## src/rtl/sub16_serial.sv

```systemverilog
// Digit-serial subtractor: diff = a - b, DIGIT bits per clock, LSB digit first.
// Borrow, signed overflow and zero flags are registered with the final digit.
module sub16_serial #(
    parameter int WIDTH = 16,
    parameter int DIGIT = 4
) (
    input  logic             clk,
    input  logic             rst,
    input  logic             in_valid,
    output logic             in_ready,
    input  logic [WIDTH-1:0] a,
    input  logic [WIDTH-1:0] b,
    output logic             out_valid,
    input  logic             out_ready,
    output logic [WIDTH-1:0] diff,
    output logic             borrow,
    output logic             overflow,
    output logic             zero
);

    localparam int NDIG = WIDTH / DIGIT;
    localparam int CW   = (NDIG > 1) ? $clog2(NDIG) : 1;

    typedef enum logic [1:0] {IDLE, RUN, DONE} state_t;

    state_t           state;
    logic [WIDTH-1:0] a_r;
    logic [WIDTH-1:0] b_r;
    logic             carry;
    logic [CW-1:0]    cnt;

    logic [DIGIT:0]   sum;
    logic [WIDTH-1:0] diff_next;
    logic             last;

    // Subtraction as a + ~b + 1: carry starts at 1, borrow is the inverted final carry.
    always_comb begin
        sum = {1'b0, a_r[cnt*DIGIT +: DIGIT]}
            + {1'b0, ~b_r[cnt*DIGIT +: DIGIT]}
            + {{DIGIT{1'b0}}, carry};
        diff_next = diff;
        diff_next[cnt*DIGIT +: DIGIT] = sum[DIGIT-1:0];
        last = (cnt == CW'(NDIG - 1));
    end

    always_ff @(posedge clk or posedge rst) begin
        if (rst) begin
            state     <= IDLE;
            a_r       <= '0;
            b_r       <= '0;
            carry     <= 1'b0;
            cnt       <= '0;
            diff      <= '0;
            borrow    <= 1'b0;
            overflow  <= 1'b0;
            zero      <= 1'b0;
            in_ready  <= 1'b1;
            out_valid <= 1'b0;
        end else begin
            case (state)
                IDLE: begin
                    if (in_valid) begin
                        a_r      <= a;
                        b_r      <= b;
                        carry    <= 1'b1;
                        cnt      <= '0;
                        in_ready <= 1'b0;
                        state    <= RUN;
                    end
                end
                RUN: begin
                    diff  <= diff_next;
                    carry <= sum[DIGIT];
                    cnt   <= cnt + 1'b1;
                    if (last) begin
                        borrow    <= ~sum[DIGIT];
                        overflow  <= (a_r[WIDTH-1] != b_r[WIDTH-1]) &&
                                     (diff_next[WIDTH-1] != a_r[WIDTH-1]);
                        zero      <= (diff_next == '0);
                        out_valid <= 1'b1;
                        state     <= DONE;
                    end
                end
                DONE: begin
                    if (out_ready) begin
                        out_valid <= 1'b0;
                        in_ready  <= 1'b1;
                        state     <= IDLE;
                    end
                end
                default: begin
                    state <= IDLE;
                end
            endcase
        end
    end

endmodule

```

## config.mk

```make
export PLATFORM = sky130hd
export DESIGN_NAME = sub16_serial
export DESIGN_NICKNAME = d
export VERILOG_FILES = /design/src/rtl/sub16_serial.sv
export SDC_FILE = /design/constraint.sdc
export NUM_CORES = 1
export LEC_CHECK = 0
export ABC_AREA = 0
export ABC_CLOCK_PERIOD_IN_PS = 3300
export CAP_MARGIN = 20
export CORE_MARGIN = 3
export CORE_UTILIZATION = 30
export CTS_BUF_LIST = sky130_fd_sc_hd__clkbuf_8 sky130_fd_sc_hd__clkbuf_16
export DETAILED_ROUTE_END_ITERATION = 6
export MAX_ROUTING_LAYER = met4
export PLACE_DENSITY = 0.5
export RECOVER_POWER = 100
export SKIP_CTS_REPAIR_TIMING = 1
export SYNTH_ARGS = -nofsm -noshare
export SYNTH_HDL_FRONTEND = slang
export SYNTH_SLANG_ARGS = --single-unit
```

## constraint.sdc

```tcl
create_clock -name clk -period 3.3 [get_ports clk]
set_clock_uncertainty 0.15 [all_clocks]
set_input_delay 0.66 -clock clk [delete_from_list [all_inputs] [get_ports clk]]
set_output_delay 0.66 -clock clk [all_outputs]
set_load 0.01 [all_outputs]
```

==> results of run 1 <==
## per-stage QoR
step	utilization [%]	instance area, sq um
6_report	40.54	3764
5_1_grt	40.54	3764
4_1_cts	40.93	3800
3_5_place_dp	38.94	3615
3_3_place_gp	38.94	3615
2_1_floorplan	-	2875
## routing by layer
metal  part of all wire, %  up-vias  GRT usage [%]
li1                      -     1000              -
met1                    48      987          16.89
met2                    46       57          19.36
met3                   4.8        9          4.655
met4                   1.6        0          4.274
met5                     0        -              -
## cells by family (layout without fill, tap and decap cells)
group / Yosys count / after routing / share of synthesized area, %
AOI/OAI and AO/OA: 45 / 45 / 9.748
adders and majority gates: 11 / 11 / 5.309
muxes: 43 / 43 / 19.84
and+or+nand+nor: 62 / 62 / 10.92
buffers and inverters: 23 / 93 / 3.351
xor gates and xnor gates: 1 / 1 / 0.3047
DFF: 58 / 58 / 50.52
## where the power goes
group	leakage, nW	internal [mW]	switching, mW
Clock	0.100	0.340	0.273
Sequential	0.712	1.03	0.227
Combinational	0.801	1.03	1.15
## Yosys cell counts, types with 2 or more instances
cell type  number  share of area (%)
nor2_1          7               0.91
nand2_1        30                3.9
nor3_1          4               0.70
o22ai_1         3               0.65
inv_1          14                1.8
mux2i_1         3                1.0
a31oi_1         2               0.44
a21oi_1         8                1.4
a211o_1         2               0.61
o31ai_1         6                1.6
mux4_2          8                6.3
dfrtp_1        57                 50
mux2_2         31                 12
nand2b_1        4               0.87
ha_1            9                3.9
fa_1            2                1.4
buf_2           5               0.87
nand3_1         4               0.70
o21ai_0        17                3.0
clkbuf_1        2               0.26
nand3b_1        3               0.78
## final timing paths
| kind | end | slack (ns) | cells after the start |
|---|---|---|---|
| min | b_r[11]$_DFFE_PP0P_ | 0.35 | 1 |
| min in group asynchronous | b_r[5]$_DFFE_PP0P_ | 0.81 | 2 |
| max reg2reg | zero$_DFFE_PP0P_ | 0.26 | 9 |
| min reg2reg | b_r[11]$_DFFE_PP0P_ | 0.35 | 1 |
| max | zero$_DFFE_PP0P_ | 0.26 | 9 |
| max in group asynchronous | cnt[0]$_DFFE_PP0P_ | 0.77 | 3 |
## registers in the layout (all words and copies together), names as in the netlist
signal	cells
carry	1
in_ready	1
b_r	16
out_valid	1
borrow	1
a_r	16
state	2
overflow	1
zero	1
diff	16
cnt	2
## layout make-up
type / count / area [sq um]
Multi-Input combinational cell: 162 / 1314
Clock buffer: 9 / 123.9
Sequential cell: 58 / 1454
Clock inverter: 7 / 61.31
Fill cell: 929 / 5520
Timing Repair Buffer: 62 / 593.1
Tap cell: 129 / 161.4
Inverter: 15 / 56.30
## critical path, delay by kind of cell (launching register included)
| kind | cells | cell delay [ns] |
|---|---|---|
| compound gates | 1 | 0.37 |
| buf+inv | 2 | 0.19 |
| fa+ha+maj | 2 | 0.84 |
| mux | 2 | 0.73 |
| simple gates | 2 | 0.17 |
| flops | 1 | 0.46 |
==> flow_summary.json, run 1 <==
{
  "period_share_pct": 92.20,
  "synth_enable_flop_cells": 0,
  "clockRootBuffer": "clkbuf_8",
  "antenna_found_initial": 0,
  "ys_async_sr_fraction_pct": 100.0,
  "ys_ff_latch": 58,
  "htree_levels": 3,
  "synth_ff_type": "dfrtp_1",
  "numCtsBuffers": 9,
  "status": "complete, no violations",
  "clock_path_buffers": 2,
  "portBuffers": 56,
  "die_h_um": 103.9,
  "hold_ws_ns": 0.3458,
  "drt-total-wl_mm": 6.419,
  "slew_headroom_pct": 38.34,
  "fin_cells": 442,
  "die-area_sq_um": 10800,
  "synthesis.nets": 290,
  "cts_sinks": 58,
  "required_ns": 3.36,
  "setup_violations": 0,
  "antenna_cells": 0,
  "final_antenna_net_count": 0,
  "yosys_warnings": 0,
  "area_growth_pct": 30.90,
  "grt_max_degree": 37,
  "p_leak_nw": 1.613,
  "drt_pass1_iterations": 6,
  "crit_path_max_incr_delay_ns": 0.54,
  "critPathArrivalTime_ns": 3.11,
  "first_global_vias": 2191,
  "max_freq_mhz": 328.7,
  "synthDistinctLibCells": 43,
  "grt_pass1_wl_mm": 10.98,
  "crit_type": "reg2reg",
  "crit_path_top_delay_cell": "mux4_2",
  "fin_total_pwr_mw": 4.046,
  "grt_overflow": 0,
  "initial_core_util_pct": 30.97,
  "hold_start": "b_r[11]$_DFFE_PP0P_",
  "final_nets": 355,
  "insertion_delay_ns": 0.33,
  "final_common_cell": "dfrtp_1",
  "synth_area_sq_um": 2875,
  "rows": 35,
  "slew_violations": 0,
  "io_pins": 57,
  "finalWorstSetupSlack_ns": 0.2575,
  "die_w_um": 103.9,
  "drive_gt1_share_pct": 20.77,
  "ys_seq_area_share_pct": 50.52,
  "core_area_sq_um": 9284,
  "hold_path.class": "reg2reg",
  "track_usage_pct": 13.11,
  "place_hpwl_mm": 4.800,
  "critPathMaxFanout": 6,
  "syn_avg_cell_area_sq_um": 11.83,
  "clk_pin_slew_ns": 0.07,
  "critPathLaunchType": "flop",
  "setup_tns_ns": 0,
  "globalplace.congestion": 0.8507,
  "cp-startpoint": "cnt[0]$_DFFE_PP0P_",
  "vias_per_cell": 4.645,
  "final_cell_mix": "dfrtp_1 (56), clkdlybuf4s50_1 (33), mux2_2 (31)",
  "drv_cap": 0,
  "drt_iter0_drc": 55,
  "hold_violations": 0,
  "power.density_nw_per_um2": 1075,
  "cts_tree": "done",
  "drc_errors": 0,
  "rsz0062_at_grt": "no",
  "fin_crit_ns": 3.042,
  "end_kind": "flop",
  "worst_pin_slew_ns": 0.9238,
  "avgRoutedWirePerCell_um": 14.52,
  "reg2reg_from": "cnt[0]$_DFFE_PP0P_",
  "crit_chain": "mux4_2, fa_1, inv_1, fa_1, inv_1, nor2_1, mux2i_1, nand4_1, o41ai_1",
  "dp_cells": 426,
  "pre_cts_slack_ns": 0.2210,
  "peakVddDrop_mv": 0.3276,
  "dr_total_vias": 2053,
  "synth_cells": 243
}
Note: power is estimated with default switching activity, not from simulation.
==> run 2, diff against run 1 <==
Settings changed: SLEW_MARGIN set to 10.
==> results of run 2 <==
Same layout as run 1: the final DEF is identical, and so are final timing and power.
==> run 3, diff against run 2 <==
Settings changed: CORE_ASPECT_RATIO set to 0.5.
==> flow_summary.json, run 3 (same netlist as run 1, synthesis figures left out) <==
{
  "hold_path.class": "reg2reg",
  "drt_iter0_drc": 133,
  "rsz0062_at_grt": "no",
  "final_common_cell": "dfrtp_1",
  "p_int_mw": 2.805,
  "die_w_um": 144.5,
  "setup_violations": 0,
  "dr_total_vias": 2103,
  "status": "complete, no violations",
  "final_nets": 356,
  "power.density_nw_per_um2": 1162,
  "drive_gt1_share_pct": 21.97,
  "p_comb_share_pct": 49.9,
  "fin_crit_ns": 3.065,
  "drt_pass1_iterations": 4,
  "required_ns": 3.37,
  "grt_pass1_wl_mm": 11.30,
  "finalWorstSetupSlack_ns": 0.2355,
  "place_hpwl_mm": 5.007,
  "final_antenna_net_count": 0,
  "area_growth_pct": 36.51,
  "hold_violations": 0,
  "drc_errors": 0,
  "antenna_found_initial": 0,
  "clock_path_buffers": 2,
  "drv_cap": 0,
  "critPathLaunchType": "flop",
  "slew_violations": 0,
  "initial_core_util_pct": 31.92,
  "numCtsBuffers": 9,
  "pwr-share-clk_pct": 22.7,
  "critPathArrivalTime_ns": 3.14,
  "drt-total-wl_mm": 6.768,
  "io_pins": 57,
  "clockRootBuffer": "clkbuf_16",
  "worst_pin_slew_ns": 1.118,
  "placedInstanceArea_sq_um": 3607,
  "pre_cts_slack_ns": 0.2604,
  "peakVddDrop_mv": 0.4176,
  "final_cell_mix": "dfrtp_1 (57), clkdlybuf4s50_1 (33), mux2_2 (31)",
  "seqPwrFrac_pct": 27.4,
  "first_global_vias": 2204,
  "rows": 24,
  "switching_power_mw": 1.756,
  "critPathMaxFanout": 5,
  "htree_levels": 3,
  "vias_per_cell": 4.879,
  "grt_overflow": 0,
  "portBuffers": 56,
  "die-area_sq_um": 10870,
  "end_kind": "flop",
  "fin_area_sq_um": 3925,
  "p_leak_nw": 1.695,
  "cts_tree": "done",
  "clk_pin_slew_ns": 0.05,
  "crit_type": "reg2reg",
  "track_usage_pct": 14.12,
  "period_share_pct": 92.86,
  "slew_headroom_pct": 25.41,
  "die_h_um": 75.23,
  "core_area_sq_um": 9009,
  "setup_tns_ns": 0,
  "antenna_cells": 0,
  "insertion_delay_ns": 0.32,
  "top_regs": "a_r x16, b_r x16, diff x16",
  "avgRoutedWirePerCell_um": 15.70,
  "max_freq_mhz": 326.3,
  "switching_share_pct": 38.50,
  "cts_sinks": 58,
  "globalplace.congestion": 0.8564,
  "grt_max_degree": 37
}
## run 3: cell types whose count changed in the layout (fill, tap and decap cells not counted), sizes merged
cell,previous run,this run
buf,2,4
bufinv,1,2
clkinv,4,1
inv,16,15
clkbuf,13,15
## run 3: layout make-up
| cell class | instances | area (sq um) |
|---|---|---|
| tap | 117 | 146.4 |
| inverter | 15 | 56.30 |
| clock inverter | 4 | 72.57 |
| timing repair buffer | 63 | 604.3 |
| sequential | 58 | 1453 |
| multi-input combinational | 162 | 1326 |
| fill | 864 | 5084 |
| clock buffer | 12 | 266.5 |
## run 3: final timing paths
path	startpoint	to	slack, ns	cells after the start
max	cnt[0]$_DFFE_PP0P_	zero$_DFFE_PP0P_	0.24	9
min	b_r[11]$_DFFE_PP0P_	b_r[11]$_DFFE_PP0P_	0.35	1
max reg2reg	cnt[0]$_DFFE_PP0P_	zero$_DFFE_PP0P_	0.24	9
min reg2reg	b_r[11]$_DFFE_PP0P_	b_r[11]$_DFFE_PP0P_	0.35	1
max in group asynchronous	rst	diff[15]$_DFFE_PP0P_	0.73	3
min in group asynchronous	rst	a_r[5]$_DFFE_PP0P_	0.92	2
## run 3: per-layer routing
layer / global-route usage, % / vias up / share of wire (%)
met2: 20.50 / 48 / 44
met4: 3.102 / 0 / 0.95
met5: - / - / 0
li1: - / 999 / -
met1: 19.31 / 1049 / 50
met3: 4.695 / 7 / 5.0
## run 3: power groups by stage
stage / clock, mW / combinational [mW] / sequential (mW)
final: 1.03 / 2.28 / 1.25
after global routing: 1.09 / 2.52 / 1.30
after CTS: 1.05 / 2.36 / 1.26
after detailed placement: 0 / 2.35 / 1.27
after global placement: 0 / 2.32 / 1.26
after floorplan: 0 / 1.56 / 1.24
## run 3: worst max-delay path, cell delays in order (launching register included)
cell	delay (ns)
dfrtp_1	0.48
mux4_2	0.56
fa_1	0.41
inv_1	0.09
fa_1	0.47
inv_1	0.12
nor2_1	0.05
mux2i_1	0.16
nand4_1	0.13
o41ai_2	0.32
## run 3: stage by stage
stage / cells / hold WS [ns] / util, % / power [mW]
floorplan: 243 / 0.3024 / - / 2.799
global placement: 415 / 0.3369 / 40.04 / 3.584
detailed placement: 415 / 0.3429 / 40.04 / 3.623
CTS: 431 / 0.3544 / 43.81 / 4.680
global route: 431 / 0.3772 / 43.57 / 4.914
finish: 431 / 0.3483 / 43.57 / 4.561
